**config.mk**
```make
export PLATFORM = sky130hd
export DESIGN_NAME = banked_register_file
export DESIGN_NICKNAME = d
export VERILOG_FILES = /design/src/rtl/arm_regfile_pkg.sv /design/src/rtl/arm_bank_map.sv /design/src/rtl/banked_register_file.sv
export SDC_FILE = /design/constraint.sdc
export NUM_CORES = 2
export LEC_CHECK = 0
export CAP_MARGIN = 30
export CORE_UTILIZATION = 45
export CTS_CLUSTER_SIZE = 12
export DETAILED_ROUTE_END_ITERATION = 6
export GPL_ROUTABILITY_DRIVEN = 1
export GPL_TIMING_DRIVEN = 0
export HOLD_SLACK_MARGIN = 0.06
export PLACE_DENSITY = 0.59
export SYNTH_ARGS = -nofsm -noshare
export SYNTH_HDL_FRONTEND = slang
export SYNTH_HIERARCHICAL = 1
export SYNTH_SLANG_ARGS = --single-unit
export TNS_END_PERCENT = 20
```
**constraint.sdc**
```tcl
create_clock -name CLK -period 5.13 [get_ports CLK]
set_input_delay 0.513 -clock CLK [delete_from_list [all_inputs] [get_ports CLK]]
set_output_delay 0.513 -clock CLK [all_outputs]
set_load 0.01 [all_outputs]
```
**src/rtl/arm_regfile_pkg.sv**
```systemverilog
// Shared definitions for the banked ARM register file: CPSR mode encodings,
// register banks, physical storage layout and the mode-to-bank decode.
package arm_regfile_pkg;

    localparam logic [4:0] MODE_USR = 5'b10000;
    localparam logic [4:0] MODE_FIQ = 5'b10001;
    localparam logic [4:0] MODE_IRQ = 5'b10010;
    localparam logic [4:0] MODE_SVC = 5'b10011;
    localparam logic [4:0] MODE_SYS = 5'b11111;

    typedef enum logic [1:0] {
        BANK_USR = 2'd0,
        BANK_FIQ = 2'd1,
        BANK_IRQ = 2'd2,
        BANK_SVC = 2'd3
    } bank_t;

    localparam int NUM_PHYS = 26;
    localparam int PHYS_W   = 5;

    // Physical slot of the first banked register of each privileged bank
    localparam logic [PHYS_W-1:0] FIQ_BASE = 5'd15;  // FIQ R8..R14
    localparam logic [PHYS_W-1:0] IRQ_BASE = 5'd22;  // IRQ R13..R14
    localparam logic [PHYS_W-1:0] SVC_BASE = 5'd24;  // SVC R13..R14

    // FORCE_USR overrides the mode; ABT, UND and undefined encodings use the user bank
    function automatic bank_t mode_to_bank(input logic [4:0] mode, input logic force_usr);
        bank_t bank;
        bank = BANK_USR;
        if (!force_usr) begin
            case (mode)
                MODE_FIQ:           bank = BANK_FIQ;
                MODE_IRQ:           bank = BANK_IRQ;
                MODE_SVC:           bank = BANK_SVC;
                MODE_USR, MODE_SYS: bank = BANK_USR;
                default:            bank = BANK_USR;
            endcase
        end
        return bank;
    endfunction

endpackage

```
**src/rtl/arm_bank_map.sv**
```systemverilog
// Combinational translation of a logical register number to a physical
// storage slot for a given bank. Logical R15 maps to slot 15 here, but the
// caller never uses that slot for R15 (reads return the PC, writes go to the
// PC unit).
module arm_bank_map
    import arm_regfile_pkg::*;
(
    input  bank_t              bank,
    input  logic [3:0]         addr,
    output logic [PHYS_W-1:0]  phys
);

    logic [PHYS_W-1:0] addr_ext;
    assign addr_ext = {1'b0, addr};

    // Identity into the user bank unless the bank shadows this register
    always_comb begin
        // NOTE: default assignment first so every path drives phys and no latch is inferred.
        phys = addr_ext;
        case (bank)
            BANK_FIQ: if (addr >= 4'd8 && addr <= 4'd14)  phys = addr_ext - 5'd8  + FIQ_BASE;
            BANK_IRQ: if (addr >= 4'd13 && addr <= 4'd14) phys = addr_ext - 5'd13 + IRQ_BASE;
            BANK_SVC: if (addr >= 4'd13 && addr <= 4'd14) phys = addr_ext - 5'd13 + SVC_BASE;
            default:  ;
        endcase
    end

endmodule

```
**src/rtl/banked_register_file.sv**
```systemverilog
// ARM register file with FIQ/IRQ/SVC banking, two prioritised write ports,
// NUM_READ combinational read ports, optional write-to-read bypass and a
// registered notification to the PC unit when R15 is written.
module banked_register_file
    import arm_regfile_pkg::*;
#(
    parameter int DATA_W   = 32,
    parameter int NUM_READ = 3,
    parameter int BYPASS   = 1
)(
    input  logic                       CLK,
    input  logic                       RESET_N,
    input  logic [4:0]                 MODE,
    input  logic                       FORCE_USR,
    input  logic [4*NUM_READ-1:0]      RADDR,
    output logic [DATA_W*NUM_READ-1:0] RDATA,
    input  logic                       WE_A,
    input  logic [3:0]                 WA_A,
    input  logic [DATA_W-1:0]          WD_A,
    input  logic                       WE_B,
    input  logic [3:0]                 WA_B,
    input  logic [DATA_W-1:0]          WD_B,
    input  logic [DATA_W-1:0]          PROGCOUNT,
    output logic                       PC_WR,
    output logic [DATA_W-1:0]          PC_WDATA
);

    localparam logic [3:0] R15 = 4'hF;

    bank_t             eff_bank;
    logic [PHYS_W-1:0] phys_a;
    logic [PHYS_W-1:0] phys_b;
    logic              wr_a;
    logic              wr_b;
    logic              pc_a;
    logic              pc_b;
    logic [DATA_W-1:0] regs [NUM_PHYS];

    assign eff_bank = mode_to_bank(MODE, FORCE_USR);

    arm_bank_map u_map_a (.bank(eff_bank), .addr(WA_A), .phys(phys_a));
    arm_bank_map u_map_b (.bank(eff_bank), .addr(WA_B), .phys(phys_b));

    // Storage writes: R15 never reaches storage, and B is dropped when it
    // targets the same physical slot as A. Gated by reset so the bypass path
    // also reads zero while reset is held.
    assign wr_a = RESET_N && WE_A && (WA_A != R15);
    assign wr_b = RESET_N && WE_B && (WA_B != R15) && !(wr_a && (phys_a == phys_b));
    assign pc_a = WE_A && (WA_A == R15);
    assign pc_b = WE_B && (WA_B == R15);

    // Register storage update
    always_ff @(posedge CLK or negedge RESET_N) begin
        if (!RESET_N) begin
            // NOTE: the storage array is reset explicitly because reads during and after reset must return 0.
            for (int i = 0; i < NUM_PHYS; i++) regs[i] <= '0;
        end else begin
            if (wr_a) regs[phys_a] <= WD_A;
            if (wr_b) regs[phys_b] <= WD_B;
        end
    end

    // One-cycle R15 write pulse to the PC unit; data holds between writes
    always_ff @(posedge CLK or negedge RESET_N) begin
        if (!RESET_N) begin
            PC_WR    <= 1'b0;
            PC_WDATA <= '0;
        end else begin
            PC_WR <= pc_a || pc_b;
            if (pc_a)      PC_WDATA <= WD_A;
            else if (pc_b) PC_WDATA <= WD_B;
        end
    end

    for (genvar k = 0; k < NUM_READ; k++) begin : g_read
        logic [3:0]        raddr;
        logic [PHYS_W-1:0] rphys;
        logic [DATA_W-1:0] rd;

        assign raddr = RADDR[4*k +: 4];

        arm_bank_map u_map_r (.bank(eff_bank), .addr(raddr), .phys(rphys));

        // Read mux: PC for R15, else in-flight write data (bypass) or storage
        always_comb begin
            if (raddr == R15)                                 rd = PROGCOUNT;
            else if (BYPASS != 0 && wr_a && phys_a == rphys)  rd = WD_A;
            else if (BYPASS != 0 && wr_b && phys_b == rphys)  rd = WD_B;
            else                                              rd = regs[rphys];
        end

        assign RDATA[DATA_W*k +: DATA_W] = rd;
    end

endmodule

```
---- Yosys cells after proc, flatten, opt, wreduce, memory -nomap -nowiden ----
Index checks and enable logic that the tools add are counted.
storage, ports and cells
  bits in registers ....................... 865
  bits of input ports ..................... 126
cells by class
  bitwise logic cells ..................... 5
  muxes and demuxes ....................... 50
  $lt $le $gt $ge ......................... 22
  add/sub/neg operators ................... 25
  equality and inequality tests ........... 20
  reductions and logical operators ........ 29
operators by type and width
  cell                 count
  $bwmux 832           2
  $mux 832             2
  $mux 32              19
  $bmux 32 s5          3
  $demux 32 s5         2
  $mux 5               15
  $pmux 5 s3           5
  $add 5x5->5 const B  10
  $sub 4x4->5 const B  10
  $ge 4x4->1 const B   10
  $eq 5x5->1           7
  $ge 6x6->1 const B   5
  $not 5->6            5
  $logic_and 1x1->1    26
  $add 5x4->5 const B  5
  $eq 4x4->1 const B   5
  $le 4x4->1 const B   5
  $eq 5x5->1 const B   3
  $lt 6x1->1 const B   2
  $ne 4x4->1 const B   2
  $pmux 2 s3           1
  $eq 2x2->1 const B   2
  $eq 2x1->1 const B   1
  $mux 2               1
  other kinds (3)      3

---- Longest topological paths before layout ----
  word-level depth ........................ 14
  depth in mapped cells ................... 18
  gate-level depth less buffers ........... 13

---- By module ----
The synthesis kept the hierarchy.
modules (own cells, without submodules)
  module                cells an instance  instances  area each (sq um)  sequential area each (sq um)
  banked_register_file  6670               1          63713.6            21645.8
  arm_bank_map          53                 5          350.3              0.0

---- Worst setup path before layout ----
Ideal clock, no wire load.
  path kind ............................... input port to output port
  start point ............................. in FORCE_USR
  end point ............................... out RDATA[11]
  data required time ...................... 4617 ps
  data arrival time ....................... 4071 ps
  stages on the path ...................... 14
  setup slack ............................. 546 ps
  cells stage by stage .................... nor4b_1 -> and2_1 -> nand2b_1 -> nor2_1 -> a21oi_1 -> a211oi_1 -> xor2_1 -> or4_4 -> o21ai_2 -> buf_4 -> nor4_1 -> nor2b_4 -> buf_6 -> a221oi_1
on the way
  cells in the longest elaborated chain, start to end .. 11
  elaborated cells between the ends (all ways) .. 22
ends and longest elaborated chain
  element                                   line                        text
  start, declared                           banked_register_file.sv:14  input logic FORCE_USR,
  $mux 2 (*)                                arm_regfile_pkg.sv:30       if (!force_usr) begin
  net eff_bank[0]                           banked_register_file.sv:30  bank_t eff_bank;
  $eq 2x2->1 or $eq 2x1->1 (tied branches)  arm_bank_map.sv:20          case (bank)
  $pmux 5 s3 (*)                            arm_bank_map.sv:20
  net phys_b[2]                             banked_register_file.sv:32  logic [PHYS_W-1:0] phys_b;
  $eq 5x5->1                                banked_register_file.sv:48  assign wr_b = RESET_N && WE_B && (WA_B != R15) && !(wr_a && (phys_a == phys_b));
  $logic_and 1x1->1                         banked_register_file.sv:48
  $logic_not 1->1                           banked_register_file.sv:48
  $logic_and 1x1->1                         banked_register_file.sv:48
  $logic_and 1x1->1 (*)                     banked_register_file.sv:88  else if (BYPASS != 0 && wr_b && phys_b == rphys) rd = WD_B;
  $mux 32 (*)                               banked_register_file.sv:88
  $mux 32 (*)                               banked_register_file.sv:87  else if (BYPASS != 0 && wr_a && phys_a == rphys) rd = WD_A;
  $mux 32 (*)                               banked_register_file.sv:86  if (raddr == R15) rd = PROGCOUNT;
  end, declared                             banked_register_file.sv:16  output logic [DATA_W*NUM_READ-1:0] RDATA,
The timed path passes the listed nets; every way through them passes the cells marked *. The select of a mux whose other input is x is not followed.

---- Worst setup path in the final report ----
  start point ............................. in RADDR[1]
  end point ............................... out RDATA[23]
on the way
  cells in the longest elaborated chain, start to end .. 11
  elaborated cells between the ends (all ways) .. 26
ends and longest elaborated chain
  element                                     line                                                        text
  start, declared                             banked_register_file.sv:15                                  input logic [4*NUM_READ-1:0] RADDR,
  $sub 4x4->5 (tied with other cells)         arm_bank_map.sv:22, arm_bank_map.sv:23
  $add 5x5->5 (tied with other cells)         arm_bank_map.sv:23                                          BANK_SVC: if (addr >= 4'd13 && addr <= 4'd14) phys = addr_ext - 5'd13 + SVC_BASE;
  $mux 5, on equally long branches            arm_bank_map.sv:23, arm_bank_map.sv:21, arm_bank_map.sv:22
  $pmux 5 s3 (*)                              arm_bank_map.sv:20
  net g_read[0].rphys[1]                      banked_register_file.sv:77                                  logic [PHYS_W-1:0] rphys;
  $not 5->6 (implied by the code)             banked_register_file.sv:89                                  else rd = regs[rphys];
  $bmux 32 s5                                 banked_register_file.sv:89
  $mux 32 (implied by the code) (2 in a row)  banked_register_file.sv:89
  $mux 32                                     banked_register_file.sv:88
  $mux 32 (*)                                 banked_register_file.sv:87
  $mux 32 (*)                                 banked_register_file.sv:86
Marks and branches as above.

==> impl_results.md <==
- Outcome: complete, but fails checks
- Violated checks: design-rule violations, negative setup slack
- Max-cap violations: 0
- Synth area leaders: dfrtp_1 (33%), mux2i_1 (23%), mux4_2 (8.8%)
- Commonest cells in the netlist: mux2i_1 (1504), dfrtp_1 (865), a21oi_1 (815)
- Critical path endpoint category: output port
- Clock Latency Late Sink: 0.74 ns
- Synth Warn #: 6
- Flop-to-flop setup slack: 4.10 ns
- Initial DRC Count: 11300
- Crit path launch: RADDR[1]
- Post-DP Area: 70400 sq um
- H-tree Lvls: 3
- Final period utilization: 1.02
- Num rows: 139
- Num CTS Buffers: 106
- Largest net degree at the start of global routing: 109
- RSZ-0062 raised after global routing: yes
- Sequential fraction of the synthesis area: 0.331
- Port-buffer cells: 190
- Overall Global Routing Usage: 0.537
- Slack of the critical path: -0.119 ns
- PnR Total Power: 27600 uW
- CP Data Arrival Time: 4.74 ns
- Worst setup skew after layout: 0 ns
- Most frequent cell after synthesis: mux2i_1
- LEAKAGE: 0.0324 uW
- Worst setup endpoint: RDATA[23]
- Crit Reg-Reg Endpoint: regs[141]$_DFF_PN0_
- Per-cell routed wire length: 43.3 um
- Reg2Reg Launch Point: regs[141]$_DFF_PN0_
- Area share of the largest cell type after synthesis: 0.331
- # clock sinks: 865
- Die area: 147000 sq um
- Mapped Cells: 6935
- Drt drc: 32
- Crit path launch type: input pin
- CTS tree: yes
- Area growth syn-to-layout: 21.8%
- Post-route cell area: 79700 sq um
- Post-Syn Nets: 7076
- Most used DFF post-synth: dfrtp_1
- Crit path max fanout: 10
- Clock-pin slew on the worst setup and hold paths: 0.06 ns
- Syn avg cell area: 9.44 sq um
- Gpl congestion: 1.13
- Routed WL: 406 mm
- Pwr dens: 346 nW/um^2
- Cell variety after synth: 69
- Asr flop ratio synth: 1.00
- Slew @ Worst Pin: 1.16 ns
- Die W: 383 um
- Max rail drop VDD: 307 uV
- Achievable Freq: 0.191 GHz
- Worst setup path category: in -> out
- Initial Util: 0.455
- Final #Nets: 7500
- Reg2Reg Depth: 2
- HP Class: in -> reg
- Final hold violation count: 0
- Fraction of layout cells with a size suffix above 1: 0.219
- Setup violators final: 15
- Via density: 7.20
- Max_slew headroom: 0.218
- ANT nets after route: 0
- Gr ovfl total: 0
- Via count: 67500
- Syn Std Cell Area: 65500 sq um
- Number of synthesized flops with an enable pin: 0
- Root Buffer: clkbuf_16
- DIE HEIGHT: 383 um
- Synth area leader: dfrtp_1
- Max Root-Sink Buffers: 3
- Pre-antenna DRT Iters: 7
- Initial antenna violation count: 34
- WP data required: 4.62 ns
- Flops & latches, synth: 865
- Vias in the first global route: 62300
- Io pins: 255
- First-pass GRT wire length: 536 mm
- Hold depth: 3
- Final HPWL DP: 321 mm
- Fin. max-slew vios: 0
- Core area: 144000 sq um
- Final Critical Period: 5.25 ns
## placed cells by master (no fill, tap or decap), types with 34 or more instances in the layout
| master | n |
|---|---|
| mux2i_1 | 1500 |
| dfrtp_1 | 865 |
| a21oi_1 | 753 |
| nor2_1 | 687 |
| nand2_1 | 350 |
| mux4_2 | 256 |
| clkbuf_1 | 249 |
| o21ai_0 | 204 |
| a22oi_1 | 192 |
| o21ai_1 | 191 |
| buf_2 | 186 |
| buf_4 | 177 |
| o22ai_1 | 150 |
| clkbuf_16 | 108 |
| buf_6 | 93 |
| clkbuf_8 | 77 |
| clkdlybuf4s50_1 | 75 |
| dlygate4sd2_1 | 72 |
| inv_1 | 59 |
| a31oi_2 | 55 |
| a21oi_2 | 53 |
| clkbuf_2 | 52 |
| nand2b_1 | 50 |
| buf_8 | 47 |
| clkbuf_4 | 44 |
| buf_12 | 39 |
| buf_1 | 39 |
| nor3_1 | 38 |
| nor2b_1 | 38 |
| a211oi_1 | 37 |
| o31a_1 | 36 |
| a31oi_4 | 34 |
## cell type report
class                   count  area [sq um]
clock inverters            39           527
plain buffers             814          5860
inverters                  61           229
diodes                     28          70.1
clock buffers             156          3080
well taps                1903          2380
repair buffers            329          3430
multi-input cells        5182         42500
fillers                 13200         64300
flip-flops and latches    865         21600
## report_power, final
part | leakage (uW) | switching [uW] | total, uW | internal (uW)
clock network | 0.00177 | 3550 | 8170 | 4620
logic | 0.0196 | 5500 | 9570 | 4070
registers | 0.0110 | 1660 | 9860 | 8200
total | 0.0324 | 10700 | 27600 | 16900
## worst max-delay path, stage by stage
cell and delay, ns:
clkdlybuf4s15_1 0.28, buf_6 0.20, inv_1 0.16, ha_1 0.19, nor3_2 0.06, a211oi_4 0.31, nand2_1 0.11, o211ai_2 0.20
buf_12 0.24, buf_12 0.24, buf_4 0.19, buf_8 0.20, mux4_2 0.27, o22ai_1 0.15, a31oi_4 0.33, o21ai_2 0.16
a221oi_4 0.64, buf_2 0.26
## worst min-delay path by stage
| stage | to | slack (ns) | startpoint |
|---|---|---|---|
| detailed placement | PC_WDATA[13]$_DFFE_PN0P_ | 0.57 | PC_WDATA[13]$_DFFE_PN0P_ |
| CTS | regs[309]$_DFF_PN0_ | 0.08 | WD_A[21] |
| global placement | PC_WDATA[13]$_DFFE_PN0P_ | 0.57 | PC_WDATA[13]$_DFFE_PN0P_ |
| global route | regs[309]$_DFF_PN0_ | 0.15 | WD_A[21] |
| floorplan | PC_WDATA[0]$_DFFE_PN0P_ | 0.22 | RESET_N |
| finish | regs[309]$_DFF_PN0_ | 0.12 | WD_A[21] |
## metrics by stage
| step | setup slack (ns) | std cells | hold WS, ns | setup TNS (ns) | utilization |
|---|---|---|---|---|---|
| after floorplan | 0.546 | 6935 | 0.217 | 0 | - |
| after global placement | -38.99 | 9028 | 0.566 | - | 0.484 |
| after detailed placement | -3.02 | 9069 | 0.573 | -551.09 | 0.489 |
| after CTS | -0.0842 | 9314 | 0.0794 | -0.328 | 0.549 |
| after global routing | -0.0693 | 9349 | 0.146 | -0.504 | 0.553 |
| final | -0.119 | 9377 | 0.116 | -0.517 | 0.554 |
## flip-flops by register name (all words and copies together), names as in the netlist
signal	flops
regs	832
PC_WDATA	32
PC_WR	1
## kinds of logic after synthesis
logic type | count (synthesis) | share of synthesized area
muxes | 1792 | 0.324
and+or+nand+nor | 1361 | 0.0918
buffers and inverters | 892 | 0.0648
DFF | 865 | 0.331
xor gates and xnor gates | 45 | 0.00602
AOI/OAI and AO/OA | 1965 | 0.180
adders and majority gates | 15 | 0.00287
## layer usage
layer	global-route usage	share of wire	up-vias
met5	0.000975	0.00051	-
met4	0.414	0.093	22
met3	0.219	0.14	1370
met2	0.719	0.39	5672
met1	0.681	0.37	34000
li1	-	-	26500
## what timing repair did
action | CTS | global route
pin swaps | 109 | 44
hold buffers | 2 | 0
endpoints found under the hold margin | 102 | 0
cloned | 8 | 2
setup buffers | 52 | 31
endpoints found under the setup margin | 144 | 95
gates resized for setup | 1284 | 151
(Power assumes the default switching activity.)
